--- config.mk ---
export PLATFORM = sky130hd
export DESIGN_NAME = tlb_asid_sp
export DESIGN_NICKNAME = d
export VERILOG_FILES = /design/src/rtl/tlb_asid_sp.sv
export SDC_FILE = /design/constraint.sdc
export NUM_CORES = 2
export LEC_CHECK = 0
export CAP_MARGIN = 5
export CORE_MARGIN = 10
export CORE_UTILIZATION = 60
export CTS_BUF_LIST = sky130_fd_sc_hd__clkbuf_4
export DETAILED_ROUTE_END_ITERATION = 6
export PLACE_DENSITY = 0.83
export SYNTH_ARGS = -nofsm -noshare
export SYNTH_HDL_FRONTEND = slang
export SYNTH_SLANG_ARGS = --single-unit
--- constraint.sdc ---
create_clock -name clk -period 18.21 [get_ports clk]
set_input_delay 5.463 -clock clk [delete_from_list [all_inputs] [get_ports clk]]
set_output_delay 5.463 -clock clk [all_outputs]
set_load 0.05 [all_outputs]
--- src/rtl/tlb_asid_sp.sv ---
// rtl/tlb_asid_sp.sv - fully-associative L1 TLB with ASID tags, global pages, Sv39 superpages and selective invalidation
// Lookup is registered (one-cycle latency); refills come from the page-table walker.
module tlb_asid_sp #(
    parameter int LG_N   = 3,
    parameter int ASID_W = 16
) (
    input  logic              clk,
    input  logic              reset,
    input  logic              clear,
    input  logic              active,
    input  logic              req,
    input  logic [63:0]       va,
    input  logic [ASID_W-1:0] asid,
    output logic [63:0]       pa,
    output logic              hit,
    output logic              dirty,
    output logic              readable,
    output logic              writable,
    output logic              executable,
    output logic              user,
    input  logic              replace,
    input  logic [63:0]       replace_va,
    input  logic [63:0]       replace_pa,
    input  logic [ASID_W-1:0] replace_asid,
    input  logic              replace_global,
    input  logic [1:0]        replace_size,
    input  logic              replace_dirty,
    input  logic              replace_readable,
    input  logic              replace_writable,
    input  logic              replace_executable,
    input  logic              replace_user,
    input  logic              inv,
    input  logic              inv_use_va,
    input  logic              inv_use_asid,
    input  logic [63:0]       inv_va,
    input  logic [ASID_W-1:0] inv_asid
);
    localparam int N = 1 << LG_N;

    logic [N-1:0]      valid_q, valid_d;
    logic [26:0]       vpn_q  [N];
    logic [26:0]       vpn_d  [N];
    logic [43:0]       ppn_q  [N];
    logic [43:0]       ppn_d  [N];
    logic [ASID_W-1:0] asid_q [N];
    logic [ASID_W-1:0] asid_d [N];
    logic [N-1:0]      glob_q, glob_d;
    logic [1:0]        size_q [N];
    logic [1:0]        size_d [N];
    // Permission order: {dirty, readable, writable, executable, user}
    logic [4:0]        perm_q [N];
    logic [4:0]        perm_d [N];
    logic [LG_N-1:0]   r_cnt_q, r_cnt_d;

    logic              hit_q, hit_d;
    logic [63:0]       pa_q, pa_d;
    logic [4:0]        out_perm_q, out_perm_d;

    logic              any_hit;
    logic [LG_N-1:0]   sel;
    logic [1:0]        rep_size;
    logic              dup, free, use_rr;
    logic [LG_N-1:0]   dup_idx, free_idx, tgt;
    logic [N-1:0]      kill;

    logic unused_bits;
    assign unused_bits = ^{replace_va[63:39], replace_va[11:0], replace_pa[63:56],
                           replace_pa[11:0], inv_va[63:39], inv_va[11:0]};

    function automatic logic vpn_match(input logic [26:0] e, input logic [1:0] sz,
                                       input logic [26:0] v);
        case (sz)
            2'd1:    return e[26:9] == v[26:9];
            2'd2:    return e[26:18] == v[26:18];
            default: return e == v;
        endcase
    endfunction

    // Descending scan so the lowest matching index wins.
    always_comb begin
        any_hit = 1'b0;
        sel     = '0;
        for (int i = N - 1; i >= 0; i--) begin
            if (valid_q[i] && vpn_match(vpn_q[i], size_q[i], va[38:12]) &&
                (glob_q[i] || asid_q[i] == asid)) begin
                any_hit = 1'b1;
                sel     = LG_N'(i);
            end
        end
    end

    always_comb begin
        hit_d      = 1'b0;
        pa_d       = 64'd0;
        out_perm_d = 5'd0;
        if (!active) begin
            hit_d      = 1'b1;
            pa_d       = va;
            out_perm_d = 5'b11111;
        end else if (req && any_hit) begin
            hit_d      = 1'b1;
            out_perm_d = perm_q[sel];
            case (size_q[sel])
                2'd1:    pa_d = {8'd0, ppn_q[sel][43:9], va[20:0]};
                2'd2:    pa_d = {8'd0, ppn_q[sel][43:18], va[29:0]};
                default: pa_d = {8'd0, ppn_q[sel], va[11:0]};
            endcase
        end
    end

    // Target choice looks at pre-invalidate valid bits.
    always_comb begin
        rep_size = (replace_size == 2'd3) ? 2'd0 : replace_size;
        dup      = 1'b0;
        dup_idx  = '0;
        free     = 1'b0;
        free_idx = '0;
        for (int i = N - 1; i >= 0; i--) begin
            if (valid_q[i] && size_q[i] == rep_size &&
                vpn_match(vpn_q[i], rep_size, replace_va[38:12]) &&
                (glob_q[i] || asid_q[i] == replace_asid)) begin
                dup     = 1'b1;
                dup_idx = LG_N'(i);
            end
            if (!valid_q[i]) begin
                free     = 1'b1;
                free_idx = LG_N'(i);
            end
        end
        use_rr = !dup && !free;
        tgt    = dup ? dup_idx : (free ? free_idx : r_cnt_q);
    end

    always_comb begin
        kill = '0;
        for (int i = 0; i < N; i++) begin
            kill[i] = (!inv_use_va || vpn_match(vpn_q[i], size_q[i], inv_va[38:12])) &&
                      (!inv_use_asid || (!glob_q[i] && asid_q[i] == inv_asid));
        end
    end

    always_comb begin
        valid_d = valid_q;
        vpn_d   = vpn_q;
        ppn_d   = ppn_q;
        asid_d  = asid_q;
        glob_d  = glob_q;
        size_d  = size_q;
        perm_d  = perm_q;
        r_cnt_d = r_cnt_q;
        if (clear) begin
            valid_d = '0;
        end else begin
            if (inv) begin
                valid_d = valid_d & ~kill;
            end
            if (replace) begin
                valid_d[tgt] = 1'b1;
                vpn_d[tgt]   = replace_va[38:12];
                ppn_d[tgt]   = replace_pa[55:12];
                asid_d[tgt]  = replace_asid;
                glob_d[tgt]  = replace_global;
                size_d[tgt]  = rep_size;
                perm_d[tgt]  = {replace_dirty, replace_readable, replace_writable,
                                replace_executable, replace_user};
                if (use_rr) begin
                    r_cnt_d = r_cnt_q + 1'b1;
                end
            end
        end
    end

    always_ff @(posedge clk) begin
        if (reset) begin
            valid_q    <= '0;
            r_cnt_q    <= '0;
            hit_q      <= 1'b0;
            pa_q       <= 64'd0;
            out_perm_q <= 5'd0;
        end else begin
            valid_q    <= valid_d;
            r_cnt_q    <= r_cnt_d;
            hit_q      <= hit_d;
            pa_q       <= pa_d;
            out_perm_q <= out_perm_d;
        end
    end

    // Entry payload is qualified by valid_q, so it needs no reset.
    always_ff @(posedge clk) begin
        vpn_q  <= vpn_d;
        ppn_q  <= ppn_d;
        asid_q <= asid_d;
        glob_q <= glob_d;
        size_q <= size_d;
        perm_q <= perm_d;
    end

    assign hit        = hit_q;
    assign pa         = pa_q;
    assign dirty      = out_perm_q[4];
    assign readable   = out_perm_q[3];
    assign writable   = out_perm_q[2];
    assign executable = out_perm_q[1];
    assign user       = out_perm_q[0];
endmodule

Yosys cells after proc, flatten, opt, wreduce, memory -nomap -nowiden
Index checks and enable logic that the tools add are counted.
{"block": "word_totals", "register_bits": 841, "input_bits": 321, "wordCells": 402}
{"block": "op_classes", "addsub": 1, "magnitude_cmp": 5, "n_eq_ne": 125, "n_mux": 112, "n_bitwise": 6, "n_reduce_logical": 107}
{"op": "$eq 27x27->1", "count": 24}
{"op": "$eq 18x18->1", "count": 24}
{"op": "$eq 16x16->1", "count": 24}
{"op": "$bwmux 352", "count": 1}
{"op": "$bwmux 216", "count": 1}
{"op": "$eq 9x9->1", "count": 24}
{"op": "$bmux 44 s3", "count": 1}
{"op": "$demux 44 s3", "count": 1}
{"op": "$mux 44", "count": 3}
{"op": "$bwmux 128", "count": 1}
{"op": "$demux 27 s3", "count": 1}
{"op": "$mux 3", "count": 26}
{"op": "$mux 64", "count": 1}
{"op": "$logic_and 1x1->1", "count": 60}
{"op": "$pmux 30 s2", "count": 1}
{"op": "$mux 56", "count": 1}
{"op": "$demux 16 s3", "count": 1}
{"op": "$pmux 1 s2", "count": 24}
{"op": "$bwmux 40", "count": 1}
{"op": "$logic_or 1x1->1", "count": 32}
{"op": "$mux 1", "count": 27}
{"op": "$mux 27", "count": 1}
{"op": "$mux 5", "count": 5}
{"op": "$mux 8", "count": 3}
{"op": "26 further kinds", "count": 68}

Depth between registers and ports, before layout
{"block": "logic_depth", "word_depth": 21, "ltp_mapped": 20}

Least setup slack after synthesis
No wires, ideal clock.
{"block": "synth_timing", "kind": "input port to flip-flop", "from": "input port replace_size[1]", "to": "register asid_q[0] (netlist bit) (enable)", "setup_ns": 0.665, "arrival_time_ns": 14.281, "required_time_ns": 17.545, "path_slack_ns": 3.264, "stages": 13, "cell_sequence": "inv_1 -> ha_1 -> buf_1 -> xnor2_1 -> nand4_1 -> nor4_1 -> o221ai_1 -> a21oi_1 -> a311oi_1 -> or3_1 -> a31o_2 -> nand2b_1 -> nor3_1"}
{"element": "from (decl)", "line": "26", "rtl": "input logic [1:0] replace_size,"}
{"element": "to (signal assigned)", "line": "193", "rtl": "asid_q <= asid_d;"}
{"element": "to (decl)", "line": "45", "rtl": "logic [ASID_W-1:0] asid_q [N];"}

Final worst setup path
{"block": "layout_timing", "from": "input port va[27]", "to": "register pa_q[21] (netlist: pa[21])"}
{"block": "layout_via", "elab_chain_cells": 20, "elab_cells_between_ends": 69, "cone_classes": "eq/ne (18); mux (33); bitwise (1); reduce/logical (17)"}
{"element": "from (decl)", "line": "12", "rtl": "input logic [63:0] va,"}
{"element": "$eq 27x27->1 or $eq 18x18->1 (tied branches)", "line": "75, 73"}
{"element": "$pmux 1 s2", "line": "72", "rtl": "case (sz)"}
{"element": "$logic_and 1x1->1 (2 in series)", "line": "84", "rtl": "if (valid_q[i] && vpn_match(vpn_q[i], size_q[i], va[38:12]) &&"}
{"element": "$mux 3 (8 in series)", "line": "84"}
{"element": "$not 3->4 (implied by the code)", "line": "103, 104, 106"}
{"element": "$bmux 2 s3", "line": "103", "rtl": "case (size_q[sel])"}
{"element": "$mux 2 (implied by the code) (2 in series)", "line": "103"}
{"element": "$eq 2x2->1 or $eq 2x1->1 (tied branches)", "line": "103"}
{"element": "$pmux 30 s2", "line": "103"}
{"element": "$mux 56 *", "line": "100", "rtl": "end else if (req && any_hit) begin"}
{"element": "$mux 64 *", "line": "96", "rtl": "if (!active) begin"}
{"element": "to (signal assigned)", "line": "184", "rtl": "pa_q <= pa_d;"}
{"element": "to (decl)", "line": "56", "rtl": "logic [63:0] pa_q, pa_d;"}
Every way passes the cells marked *; elsewhere a longest branch is shown, timed or not. The select of a mux whose other input is x is not followed.
A chain may end at the register's enable or synchronous reset.

==> run_results.csv <==
group,metric,value,unit
placement,port_buffers,296,
setup_path,timing.rr.end,"pa[21]",
sta,relSlewSlack,19.1,%
setup_path,reg2reg_depth,15,
synth,synth_common_cells,"edfxtp_1 (760), xnor2_1 (563), xor2_1 (485), mux2i_1 (212), nand4_1 (135)",
synth,synth_nets,3589,
cts,clk_pin_slew,70,ps
floorplanning,start_util,60.8,%
synth,yosys.cell_types.count,78,
sta,fin_skew,77.3,ps
sta,setup_viol,0,
synth,synthCells,3246,
cts,cts_hold_buf,0,
detailed_routing,post-route-drc-count,0,
sta,slew_violations,0,
power,ir_worst_vdd,79.3,uV
floorplanning,fp-row-count,97,
setup_path,end_kind,"flip-flop",
setup_path,worstPathRequired,19180,ps
layout,drive_gt1_share,12.4,%
detailed_routing,drt_iter0_markers,3493,
synth,synthArstFlopShare,0,%
floorplanning,coreArea,70400,sq um
floorplanning,dieArea,82400,sq um
global_route,antenna_found_initial,17,
setup_path,crit_arrival,12240,ps
floorplanning,fp.dieW,287,microns
power,p_per_area,83.6,nW/um^2
synth,synth_edf_count,760,
layout,fill_cells,4828,
cts,htreeDepth,4,
detailed_routing,ant_nets,0,
global_route,grt_pass1_vias,30121,
sta,fin_crit,11270,ps
setup_path,critPathMaxFanout,15,
worst_hold_path,min-delay-start,"r_cnt_q[2]",
worst_hold_path,hold_depth,2,
layout,syn_to_final_growth,15.5,%
synth,synth-seq-area-share,57.1,%
sta,worstMarginPinSlew,1210,ps
synth,synth_area_per_cell,13.2,sq um
sta,max_freq,88.7,MHz
global_route,grt_pass1_wl,194,mm
cts,clock_sinks,841,
global_route,grtUsageTotal,31.7,%
global_route,grt_max_degree,66,
cts,cts_buffers,205,
floorplanning,die_h,287,microns
cts,cts.repair.resized,0,
synth,synth_area,42800,sq um
placement,place_congestion,1.00,
worst_hold_path,hold_end,"r_cnt_q[2]",
cts,clockBufferDepth,3,
setup_path,r2r_start,"vpn_q[123]",
placement,dp_hpwl,87.9,mm
synth,ys_seq_elements,841,
synth,synth_ff_type,"edfxtp_1",
sta,grt_setup_unrepaired,"no",
synth,synthTopCellsByArea,"edfxtp_1 (53%), xnor2_1 (12%), xor2_1 (9.9%)",
sta,setup_tns,0,ps
detailed_routing,drt_pass1_iterations,5,
cts,cts_root_buf,"clkbuf_4",
placement,dpl.cell_count,4367,
sta,hold_violations,0,
setup_path,r2r_slack,11960,ps
sta,finalCritPeriodShare,61.9,%
synth,yosys.area.top_type_share,53.3,%
worst_hold_path,hold_class,"flip-flop to flip-flop",
status,status,"complete, no violations",
cts,cts_tree,"done",
setup_path,cp-start-kind,"input pin",
setup_path,critical_path_class,"input pin to flip-flop",
synth,synthMostInstantiatedCell,"edfxtp_1",
detailed_routing,viasPerCell,6.29,
global_route,grt-ovfl-total,0,
detailed_routing,wl_per_cell,28.1,microns
layout,fin_cells,4757,
synth,yosys.area.top_type,"edfxtp_1",
detailed_routing,vias,29922,
power,p_leak,16.2,nW
cts,clk_latency,1090,ps
detailed_routing,wl,134,mm
layout,nNetsFinal,3977,
job,maxCapViolCount,0,
floorplanning,ios,391,
synth,ys_warn_count,0,
cts,cts_setup_buffers,0,
-- worst max-delay path, cell delays in order --
cell             delay [ps]
clkdlybuf4s50_1         890
xor2_1                  380
nor4_2                  730
a41o_1                  270
nand3b_1                120
a2111oi_1               760
o31ai_1                 260
or3_1                   770
a211oi_1                400
a211oi_1                120
a31o_1                  250
ha_1                    500
nand2b_1                250
o21ai_1                 710
a22oi_1                 210
o21ai_0                 140
-- cell usage in the layout, fill, tap and decap left out, types with 7 or more instances in the layout --
| cell | synthesis | layout |
|---|---|---|
| edfxtp_1 | 760 | 760 |
| o221ai_1 | 8 | 8 |
| nor4_1 | 121 | 120 |
| clkbuf_4 | 0 | 319 |
| o31ai_1 | 10 | 10 |
| nor3_2 | 2 | 12 |
| nor2b_1 | 14 | 14 |
| and2_1 | 13 | 13 |
| nand4_1 | 135 | 135 |
| mux2_2 | 14 | 14 |
| a31oi_1 | 17 | 17 |
| a222oi_1 | 10 | 10 |
| clkdlybuf4s50_1 | 0 | 296 |
| inv_1 | 34 | 34 |
| nor3_1 | 50 | 39 |
| xor2_1 | 485 | 485 |
| nand2b_1 | 9 | 9 |
| a22o_1 | 41 | 41 |
| buf_4 | 18 | 81 |
| dfxtp_1 | 81 | 81 |
| diode_2 | 0 | 11 |
| xnor2_1 | 563 | 563 |
| nand3_1 | 78 | 78 |
| a22oi_1 | 18 | 18 |
| or4_1 | 7 | 7 |
| o21ai_1 | 18 | 18 |
| ha_1 | 22 | 22 |
| a211oi_1 | 8 | 8 |
| clkinv_1 | 0 | 40 |
| a41oi_1 | 18 | 18 |
| a21oi_1 | 54 | 54 |
| o21ai_0 | 32 | 32 |
| nand2_1 | 62 | 62 |
| o41ai_1 | 13 | 13 |
| mux2i_1 | 212 | 212 |
| o211ai_1 | 9 | 9 |
| nor2_1 | 45 | 44 |
-- how the worst max path moves through the flow --
stage / startpoint / endpoint / cells after the start
after detailed placement: asid[11] / pa[21] / 16
after floorplan: replace_size[1] / asid_q[0] / 13
after global routing: va[27] / pa[28] / 16
after global placement: va[23] / pa[23] / 16
final: va[27] / pa[21] / 16
after CTS: asid[11] / pa[21] / 15
-- report_power, final --
group          total [mW]  switching (mW)  leakage [nW]  internal, mW
clock                1.61           0.779          1.64         0.833
sequential           2.14          0.0126          7.53          2.12
combinational       0.384           0.237          6.98         0.147
total                4.13            1.03          16.2          3.10
-- registers in the layout, indices dropped and copies added (netlist names) --
register and count:
vpn_q 216, r_cnt_q 3, perm_q 40, pa 64, valid_q 8, ppn_q 352
asid_q 128, out_perm_q 5, hit 1, size_q 16, glob_q 8
-- per-layer routing --
layer	routed length, microns	share of wire (%)	track usage [%]	vias up
li1	-	-	-	12866
met1	49100	37	40.4	14671
met2	61500	46	49.2	1979
met3	16700	12	9.74	394
met4	6080	4.6	14.9	12
met5	75	0.056	0	-
-- cell families after synthesis --
group,Yosys count,synth area share [%]
buf+inv,231,2.63
simple gates,568,7.55
fa+ha+maj,22,0.643
compound gates,304,5.15
flops,841,57.1
xor+xnor,1048,21.4
mux,232,5.48
-- metrics by stage --
stage / setup WS (ps) / instance area [sq um] / power, mW / hold slack, ps / utilization (%)
after detailed placement: 6200 / 46600 / 2.55 / 561 / 66.3
after floorplan: 3260 / 42800 / 2.39 / 485 / -
after CTS: 7360 / 49400 / 4.14 / 581 / 70.2
final: 6940 / 49400 / 4.13 / 585 / 70.2
after global placement: 6410 / 46600 / 2.54 / 531 / 66.3
after global routing: 6800 / 49400 / 4.28 / 595 / 70.2
-- area by class of cell --
cell class | count | area, sq um | share of cell area [%]
antenna | 11 | 27.5 | 0.0557
clock buffer | 319 | 2390 | 4.85
clock inverter | 60 | 360 | 0.729
inverter | 35 | 131 | 0.266
multi-input combinational | 2174 | 17300 | 35.0
sequential | 841 | 24400 | 49.5
tap | 940 | 1180 | 2.38
timing repair buffer | 377 | 3570 | 7.22
Power figures use the tool's default switching activity.
